[config.mk]
export PLATFORM = sky130hd
export DESIGN_NAME = muldiv_unit
export DESIGN_NICKNAME = d
export VERILOG_FILES = /design/src/rtl/muldiv_pkg.sv /design/src/rtl/muldiv_step.sv /design/src/rtl/muldiv_unit.sv
export SDC_FILE = /design/constraint.sdc
export NUM_CORES = 1
export LEC_CHECK = 0
export CAP_MARGIN = 25
export CORE_ASPECT_RATIO = 1.4
export CORE_MARGIN = 5
export CORE_UTILIZATION = 28
export CTS_CLUSTER_DIAMETER = 200
export DETAILED_ROUTE_END_ITERATION = 6
export HOLD_SLACK_MARGIN = 0.05
export SYNTH_ARGS = -nofsm -noshare
export SYNTH_HDL_FRONTEND = slang
export SYNTH_SLANG_ARGS = --single-unit
[constraint.sdc]
create_clock -name clk -period 9.5 [get_ports clk]
set_input_delay 1.9 -clock clk [delete_from_list [all_inputs] [get_ports clk]]
set_output_delay 1.9 -clock clk [all_outputs]
set_load 0.01 [all_outputs]
[src/rtl/muldiv_pkg.sv]
// Shared definitions for the iterative multiply/divide unit.
// Contains the op and state encodings, the width and the iteration count.
package muldiv_pkg;

  localparam int WIDTH      = 32;
  localparam int ITER_COUNT = 32;

  typedef enum logic [1:0] {
    OP_MULT  = 2'b00,
    OP_MULTU = 2'b01,
    OP_DIV   = 2'b10,
    OP_DIVU  = 2'b11
  } op_e;

  typedef enum logic [1:0] {
    IDLE = 2'b00,
    RUN  = 2'b01,
    FIX  = 2'b10,
    DONE = 2'b11
  } state_e;

  function automatic logic op_is_div(input op_e op);
    return (op == OP_DIV) || (op == OP_DIVU);
  endfunction

  function automatic logic op_is_signed(input op_e op);
    return (op == OP_MULT) || (op == OP_DIV);
  endfunction

endpackage

[src/rtl/muldiv_step.sv]
// One combinational iteration on the {hi,lo} accumulator pair.
// Multiply does shift-add; divide does restoring subtract-compare-shift.
module muldiv_step #(
  parameter int WIDTH = 32
) (
  input  logic             i_div,
  input  logic [WIDTH-1:0] i_accHi,
  input  logic [WIDTH-1:0] i_accLo,
  input  logic [WIDTH-1:0] i_operand,
  output logic [WIDTH-1:0] o_accHi,
  output logic [WIDTH-1:0] o_accLo
);

  logic [WIDTH:0]   w_sum;
  logic [WIDTH:0]   w_shift;
  logic [WIDTH+1:0] w_diff;
  logic             w_fits;

  assign w_sum   = {1'b0, i_accHi} + (i_accLo[0] ? {1'b0, i_operand} : '0);
  assign w_shift = {i_accHi, i_accLo[WIDTH-1]};
  assign w_diff  = {1'b0, w_shift} - {2'b00, i_operand};
  // A successful trial subtraction always leaves a remainder below the divisor.
  assign w_fits  = (w_diff[WIDTH+1:WIDTH] == 2'b00);

  always_comb begin
    o_accHi = w_sum[WIDTH:1];
    o_accLo = {w_sum[0], i_accLo[WIDTH-1:1]};
    if (i_div) begin
      if (w_fits) begin
        o_accHi = w_diff[WIDTH-1:0];
        o_accLo = {i_accLo[WIDTH-2:0], 1'b1};
      end else begin
        o_accHi = w_shift[WIDTH-1:0];
        o_accLo = {i_accLo[WIDTH-2:0], 1'b0};
      end
    end
  end

endmodule

[src/rtl/muldiv_unit.sv]
// Iterative MIPS-style multiply/divide unit with HI/LO registers.
// Signed ops run on magnitudes; the sign is restored in the FIX state.
module muldiv_unit
  import muldiv_pkg::*;
#(
  parameter int WIDTH = muldiv_pkg::WIDTH
) (
  input  logic             clk,
  input  logic             rst,
  input  logic             start,
  input  logic [1:0]       op,
  input  logic [WIDTH-1:0] a,
  input  logic [WIDTH-1:0] b,
  input  logic             hi_we,
  input  logic             lo_we,
  input  logic [WIDTH-1:0] wdata,
  output logic             busy,
  output logic             done,
  output logic [WIDTH-1:0] hi,
  output logic [WIDTH-1:0] lo
);

  localparam int CW = $clog2(ITER_COUNT);
  localparam logic [CW-1:0] LAST_ITER = CW'(ITER_COUNT - 1);

  state_e             r_state;
  state_e             w_next;
  op_e                r_op;
  logic [WIDTH-1:0]   r_accHi;
  logic [WIDTH-1:0]   r_accLo;
  logic [WIDTH-1:0]   r_divisor;
  logic [WIDTH-1:0]   r_hi;
  logic [WIDTH-1:0]   r_lo;
  logic [CW-1:0]      r_count;
  logic               r_negLo;
  logic               r_negHi;

  op_e                w_opIn;
  logic               w_aNeg;
  logic               w_bNeg;
  logic [WIDTH-1:0]   w_aMag;
  logic [WIDTH-1:0]   w_bMag;
  logic               w_divZero;
  logic [WIDTH-1:0]   w_stepHi;
  logic [WIDTH-1:0]   w_stepLo;
  logic [2*WIDTH-1:0] w_prod;
  logic [WIDTH-1:0]   w_fixHi;
  logic [WIDTH-1:0]   w_fixLo;

  assign w_opIn    = op_e'(op);
  assign w_aNeg    = op_is_signed(w_opIn) & a[WIDTH-1];
  assign w_bNeg    = op_is_signed(w_opIn) & b[WIDTH-1];
  assign w_aMag    = w_aNeg ? -a : a;
  assign w_bMag    = w_bNeg ? -b : b;
  assign w_divZero = op_is_div(w_opIn) && (b == '0);

  muldiv_step #(.WIDTH(WIDTH)) u_step (
    .i_div     (op_is_div(r_op)),
    .i_accHi   (r_accHi),
    .i_accLo   (r_accLo),
    .i_operand (r_divisor),
    .o_accHi   (w_stepHi),
    .o_accLo   (w_stepLo)
  );

  always_ff @(posedge clk or posedge rst) begin
    if (rst) r_state <= IDLE;
    else     r_state <= w_next;
  end

  always_comb begin
    w_next = r_state;
    unique case (r_state)
      IDLE: if (start) w_next = w_divZero ? DONE : RUN;
      RUN:  if (r_count == LAST_ITER) w_next = FIX;
      FIX:  w_next = DONE;
      DONE: w_next = IDLE;
      default: w_next = IDLE;
    endcase
  end

  // Divide negates quotient and remainder independently; multiply negates the 64-bit product.
  assign w_prod = {r_accHi, r_accLo};
  always_comb begin
    {w_fixHi, w_fixLo} = r_negLo ? -w_prod : w_prod;
    if (op_is_div(r_op)) begin
      w_fixLo = r_negLo ? -r_accLo : r_accLo;
      w_fixHi = r_negHi ? -r_accHi : r_accHi;
    end
  end

  always_ff @(posedge clk or posedge rst) begin
    if (rst) begin
      r_op      <= OP_MULT;
      r_accHi   <= '0;
      r_accLo   <= '0;
      r_divisor <= '0;
      r_hi      <= '0;
      r_lo      <= '0;
      r_count   <= '0;
      r_negLo   <= 1'b0;
      r_negHi   <= 1'b0;
    end else begin
      unique case (r_state)
        IDLE: begin
          if (start) begin
            r_op      <= w_opIn;
            r_count   <= '0;
            r_accHi   <= '0;
            r_accLo   <= w_aMag;
            r_divisor <= w_bMag;
            r_negLo   <= w_aNeg ^ w_bNeg;
            r_negHi   <= w_aNeg;
            if (w_divZero) begin
              r_hi <= a;
              r_lo <= '1;
            end
          end else begin
            if (hi_we) r_hi <= wdata;
            if (lo_we) r_lo <= wdata;
          end
        end
        RUN: begin
          r_accHi <= w_stepHi;
          r_accLo <= w_stepLo;
          r_count <= r_count + CW'(1);
        end
        FIX: begin
          r_hi <= w_fixHi;
          r_lo <= w_fixLo;
        end
        default: ;
      endcase
    end
  end

  // DONE is a completion marker, so busy covers only the cycles still computing.
  assign busy = (r_state == RUN) || (r_state == FIX);
  assign done = (r_state == DONE);
  assign hi   = r_hi;
  assign lo   = r_lo;

endmodule

==> results of run 1 <==
==> critical path, stage by stage <==
cell	delay, ns
clkdlybuf4s50_1	0.51
nor4_2	0.48
and2_1	0.27
nand4_1	0.17
or4_1	0.52
nor3_2	0.37
a31oi_1	0.17
o21ai_0	0.20
o21ai_4	0.08
buf_4	0.32
nand2_1	0.13
o21ai_0	0.10
==> placed cells by master, fill, tap and decap left out, drive strengths merged, types with 12 or more instances in the layout <==
cell type	netlist	routed
a211oi	14	14
a21o	23	23
a21oi	157	157
a22oi	21	21
a31oi	14	14
buf	11	22
clkbuf	94	21
clkdlybuf4s50	0	167
dfrtp	170	170
ha	74	74
inv	72	76
mux2i	74	74
nand2	242	242
nand2b	23	23
nand3	25	25
nand4	14	14
nor2	131	131
nor2b	12	12
nor3	23	23
nor4	17	17
o211ai	15	15
o21ai	270	270
o22ai	32	32
o31ai	22	22
o41ai	12	12
or3	19	19
xnor2	101	101
xor2	69	69
==> logic make-up after synthesis <==
kind of cell | Yosys count | synth area share
AOI/OAI and AO/OA | 636 | 0.259
xor gates and xnor gates | 170 | 0.102
adders and majority gates | 76 | 0.0665
buffers and inverters | 178 | 0.0473
DFF | 170 | 0.293
muxes | 78 | 0.0541
and+or+nand+nor | 551 | 0.178
==> path summary, 6_finish.rpt <==
check                                to  slack, ns  cells past startpoint
max reg2reg                 r_accHi[31]       4.78                     14
min in group asynchronous         lo[4]       1.97                      2
min reg2reg                r_divisor[5]       0.48                      2
min                        r_divisor[5]       0.48                      2
max in group asynchronous       r_op[1]       6.31                      3
max                              hi[29]       4.56                     12
==> final cells by class <==
cell class	count	area, um2	share of cell area
clock buffer	21	460	0.0264
clock inverter	11	136	0.00781
inverter	73	279	0.0160
multi-input combinational	1511	9640	0.552
sequential	170	4260	0.244
tap	650	813	0.0466
timing repair buffer	189	1880	0.108
==> report_power, final <==
part           internal (W)  switching [W]  total, W
Clock              0.000407       0.000331  0.000738
Combinational       0.00159        0.00229   0.00388
Sequential          0.00106       0.000381   0.00144
Total               0.00306        0.00301   0.00606
==> registers in the layout, indices dropped and copies added (netlist names) <==
| name | flops |
|---|---|
| hi | 32 |
| r_negLo | 1 |
| r_count | 5 |
| r_op | 1 |
| r_state | 2 |
| r_accHi | 32 |
| r_negHi | 1 |
| r_divisor | 32 |
| r_accLo | 32 |
| lo | 32 |
==> layer usage <==
metal	wire [um]	share of wire	vias to the layer above
met4	1240	0.025	0
met5	0	0	-
met1	21200	0.43	6533
li1	-	-	6843
met3	2120	0.043	68
met2	25200	0.51	405
==> stage by stage <==
step	setup slack, ns	hold slack [ns]	cells	total power, W
after floorplan	3.00	0.450	1859	0.00408
after global placement	4.14	0.463	2590	0.00523
after detailed placement	4.05	0.471	2592	0.00531
after CTS	4.54	0.487	2624	0.00606
after global routing	4.25	0.500	2625	0.00659
final	4.56	0.482	2625	0.00606
==> results_dict.tcl, run 1 <==
set metrics [dict create \
    post-route-util 0.341 \
    worstSetupPathType "in2reg" \
    synth-seq-cells 170 \
    fin_setup_tns_ns 0 \
    cp_max_fo 64 \
    synth.net_count 2038 \
    slew_violations 0 \
    max_freq_mhz 202 \
    grt_pass1_wl_um 78500 \
    area_delta_synth_final_pct 20.1 \
    fin_area_um2 17500 \
    route.detailed.drc 0 \
    setup_violations 0 \
    ys_seq_area_frac 0.293 \
    post-dp-hpwl_um 39000 \
    ant_nets 0 \
    boundaryPins 169 \
    crit_required_ns 9.81 \
    gr-usage-met3 0.0213 \
    ys_warn_count 0 \
    gr-usage-met2 0.312 \
    cts_tree "yes" \
    p_leak_nw 7.35 \
    drive_gt1_frac 0.0456 \
    io_buffers 168 \
    cts_root_buf "clkbuf_16" \
    clockBufferDepth 2 \
    powerDensity_nw_per_um2 347 \
    synth_edf_count 0 \
    endpoint_kind "register" \
    wire_per_inst_um 19.0 \
    antenna_found_initial 0 \
    grtUsageTotal 0.173 \
    synth_cell_type_count 75 \
    grt_max_degree 78 \
    synth_top_area_share 0.293 \
    outcome "finished, final reports clean" \
    h-tree-depth 4 \
    post_cts_buffers 0 \
    clk_pin_slew_ns 0.08 \
    grt_pass1_vias 13800 \
    period_needed_ns 4.94 \
    maxCapViolCount 0 \
    core_um2 51300 \
    cts_resized 0 \
    die_area_um2 56600 \
    gp_congestion 0.872 \
    peakVddDrop_mv 0.173 \
    postSynthAreaPerCell_um2 7.82 \
    ys.flop_type "dfrtp_1" \
    die_w_um 203 \
    hold_class "reg2reg" \
    critPathLaunch "b[2]" \
    async_flop_share 1.00 \
    rsz0062_at_grt "false" \
    use_met1 0.214 \
    synth_common_cells "nand2_1, o21ai_0, dfrtp_1, a21oi_1, nor2_1" \
    yosysMostFrequentCell "nand2_1" \
    netlist_area_um2 14500 \
    finalCritPeriodShare 0.520 \
    start_util 0.284 \
    min_from "r_divisor[5]" \
    skew_ns 0.0135 \
    holdBufCountCts 0 \
    routed_wl_um 49800 \
    yosys-top-cells-area "dfrtp_1, o21ai_0, ha_1, nand2_1, xnor2_1" \
    r2r-start "r_accLo[31]" \
    diodes 0 \
    worst_skew_pair.late_latency_ns 0.46 \
    place_area_um2 16800 \
    start_kind "input pin" \
    netlist_instances 1859 \
    arrival_ns 5.25 \
    vias_per_cell 5.28 \
    num_rows 98 \
    cts.sinks 170 \
    drt_iter0_drc 1178 \
    num_vias 13800 \
    finalHoldViolations 0 \
    worst_slew_pin_slew_ns 1.13 \
    firstDrtPassIters 5 \
    fillCellCount 5369 \
    fin_nets 2141 \
    die_h_um 280 \
    top_usage_layer "met2" \
    cts_buffers 17 \
    relSlewSlack 0.237 \
    yosysTopAreaCell "dfrtp_1" \
    overflow 0 \
]
Note: power is estimated with default switching activity, not from simulation.
==> run 2, diff against run 1 <==
clock period = 5.1 ns   (was 9.5 ns; I/O delays follow)
==> run 2 against run 1 <==
Effect of this change: register-to-register slack got worse by 3.9 ns; non-clock buffer count rose by 4; sequential share of layout area barely moved; clock-buffer cell count fell by 1; largest cell class unchanged.
==> results_dict.tcl, run 2 (same netlist as run 1, synthesis figures left out) <==
set metrics [dict create \
    num_rows 98 \
    relSlewSlack 0.317 \
    clockBufferDepth 2 \
    finalHoldViolations 0 \
    holdBufCountCts 0 \
    cts.sinks 170 \
    cts_resized 0 \
    start_kind "input pin" \
    post-dp-hpwl_um 39300 \
    period_needed_ns 4.28 \
    worst_slew_pin_slew_ns 1.02 \
    grt_pass1_wl_um 77800 \
    finalCritPeriodShare 0.839 \
    firstDrtPassIters 6 \
    post_cts_buffers 0 \
    num_vias 13900 \
    grt_pass1_vias 14000 \
    worstSetupPathType "in2reg" \
    fillCellCount 5429 \
    outcome "finished, final reports clean" \
    route.detailed.drc 0 \
    drt_iter0_drc 993 \
    ant_nets 0 \
    wire_per_inst_um 19.0 \
    overflow 0 \
    fin_nets 2145 \
    hold_class "reg2reg" \
    cts_root_buf "clkbuf_16" \
    vias_per_cell 5.30 \
    most-common-layout-cells "nand2_1, o21ai_0, dfrtp_1" \
    arrival_ns 4.60 \
    die_w_um 203 \
    fin_setup_tns_ns 0 \
    rsz0062_at_grt "false" \
    antenna_found_initial 0 \
    endpoint_kind "register" \
    io_buffers 168 \
    clk_pin_slew_ns 0.07 \
    grtUsageTotal 0.171 \
    diodes 0 \
    cts_tree "yes" \
    slew_violations 0 \
    max_freq_mhz 234 \
    setup_violations 0 \
    powerDensity_nw_per_um2 644 \
    gp_congestion 0.937 \
    cts_buffers 17 \
    routed_wl_um 50000 \
    skew_ns 0.0102 \
    finalPower_w 0.0112 \
    peakVddDrop_mv 0.304 \
    grt_max_degree 88 \
    start_util 0.284 \
    core_um2 51300 \
    p_leak_nw 7.35 \
    area_delta_synth_final_pct 20.2 \
    final_common_cell "nand2_1" \
    h-tree-depth 4 \
    boundaryPins 169 \
    maxCapViolCount 0 \
    die_area_um2 56600 \
    crit_required_ns 5.42 \
    cp_max_fo 39 \
    worst_skew_pair.late_latency_ns 0.45 \
    drive_gt1_frac 0.0470 \
    post-route-util 0.341 \
    die_h_um 280 \
]
## run 2: cell count changes in the layout (fill, tap and decap cells not counted)
cell	previous run	this run
buf_12	0	3
buf_16	2	0
buf_2	1	2
buf_8	1	3
bufinv_16	2	1
clkbuf_8	2	1
clkinv_2	1	2
clkinv_4	3	4
clkinvlp_4	1	3
inv_6	4	3
inv_8	1	0
o21ai_1	33	34
o21ai_2	2	1
## run 2: path summary, 6_finish.rpt
| check | slack, ns | end | startpoint | cells past startpoint |
|---|---|---|---|---|
| worst max-delay path | 0.82 | hi[22] | b[2] | 12 |
| worst min register to register | 0.48 | lo[22] | lo[22] | 2 |
| min in group asynchronous | 1.10 | r_accLo[6] | rst | 3 |
| max in group asynchronous | 3.57 | lo[27] | rst | 3 |
| worst max register to register | 0.93 | r_accHi[15] | r_accLo[31] | 16 |
| worst min-delay path | 0.48 | lo[22] | lo[22] | 2 |
## run 2: worst max-delay path: stages
cell and delay (ns):
clkdlybuf4s50_1 0.50, nor4_2 0.50, and2_1 0.28, nand4_1 0.18
or4_1 0.53, nor3_2 0.40, a31oi_1 0.18, o21ai_0 0.20
o21ai_4 0.30, buf_4 0.32, nand2_1 0.09, o21ai_0 0.09
## run 2: report_power, final
group / switching, W / internal (W) / total (W)
registers: 0.000722 / 0.00198 / 0.00270
logic: 0.00428 / 0.00297 / 0.00726
clock network: 0.000603 / 0.000691 / 0.00129
total: 0.00561 / 0.00564 / 0.0112
## run 2: layer usage
layer,wire length (um),global-route usage,vias to the layer above
met5,0,0,-
met4,1130,0.0526,0
met3,2160,0.0204,74
met2,25300,0.312,410
met1,21400,0.210,6580
li1,-,-,6865
## run 2: final cells by class
| type | instances | area, um2 | share of cell area |
|---|---|---|---|
| inverters | 73 | 278 | 0.0159 |
| repair buffers | 193 | 1920 | 0.110 |
| flip-flops and latches | 170 | 4260 | 0.244 |
| clock inverters | 12 | 116 | 0.00666 |
| clock buffers | 20 | 447 | 0.0256 |
| well taps | 650 | 813 | 0.0466 |
| multi-input cells | 1511 | 9630 | 0.552 |
## run 2: through the flow
step           setup WS, ns  cell area (um2)  std cells  hold slack, ns
6_report              0.819            17500       2629           0.481
5_1_grt               0.510            17500       2629           0.508
4_1_cts               0.865            17400       2628           0.488
3_5_place_dp          0.389            16900       2596           0.472
3_3_place_gp          0.475            16800       2593           0.465
2_1_floorplan          1.82            14500       1859           0.450
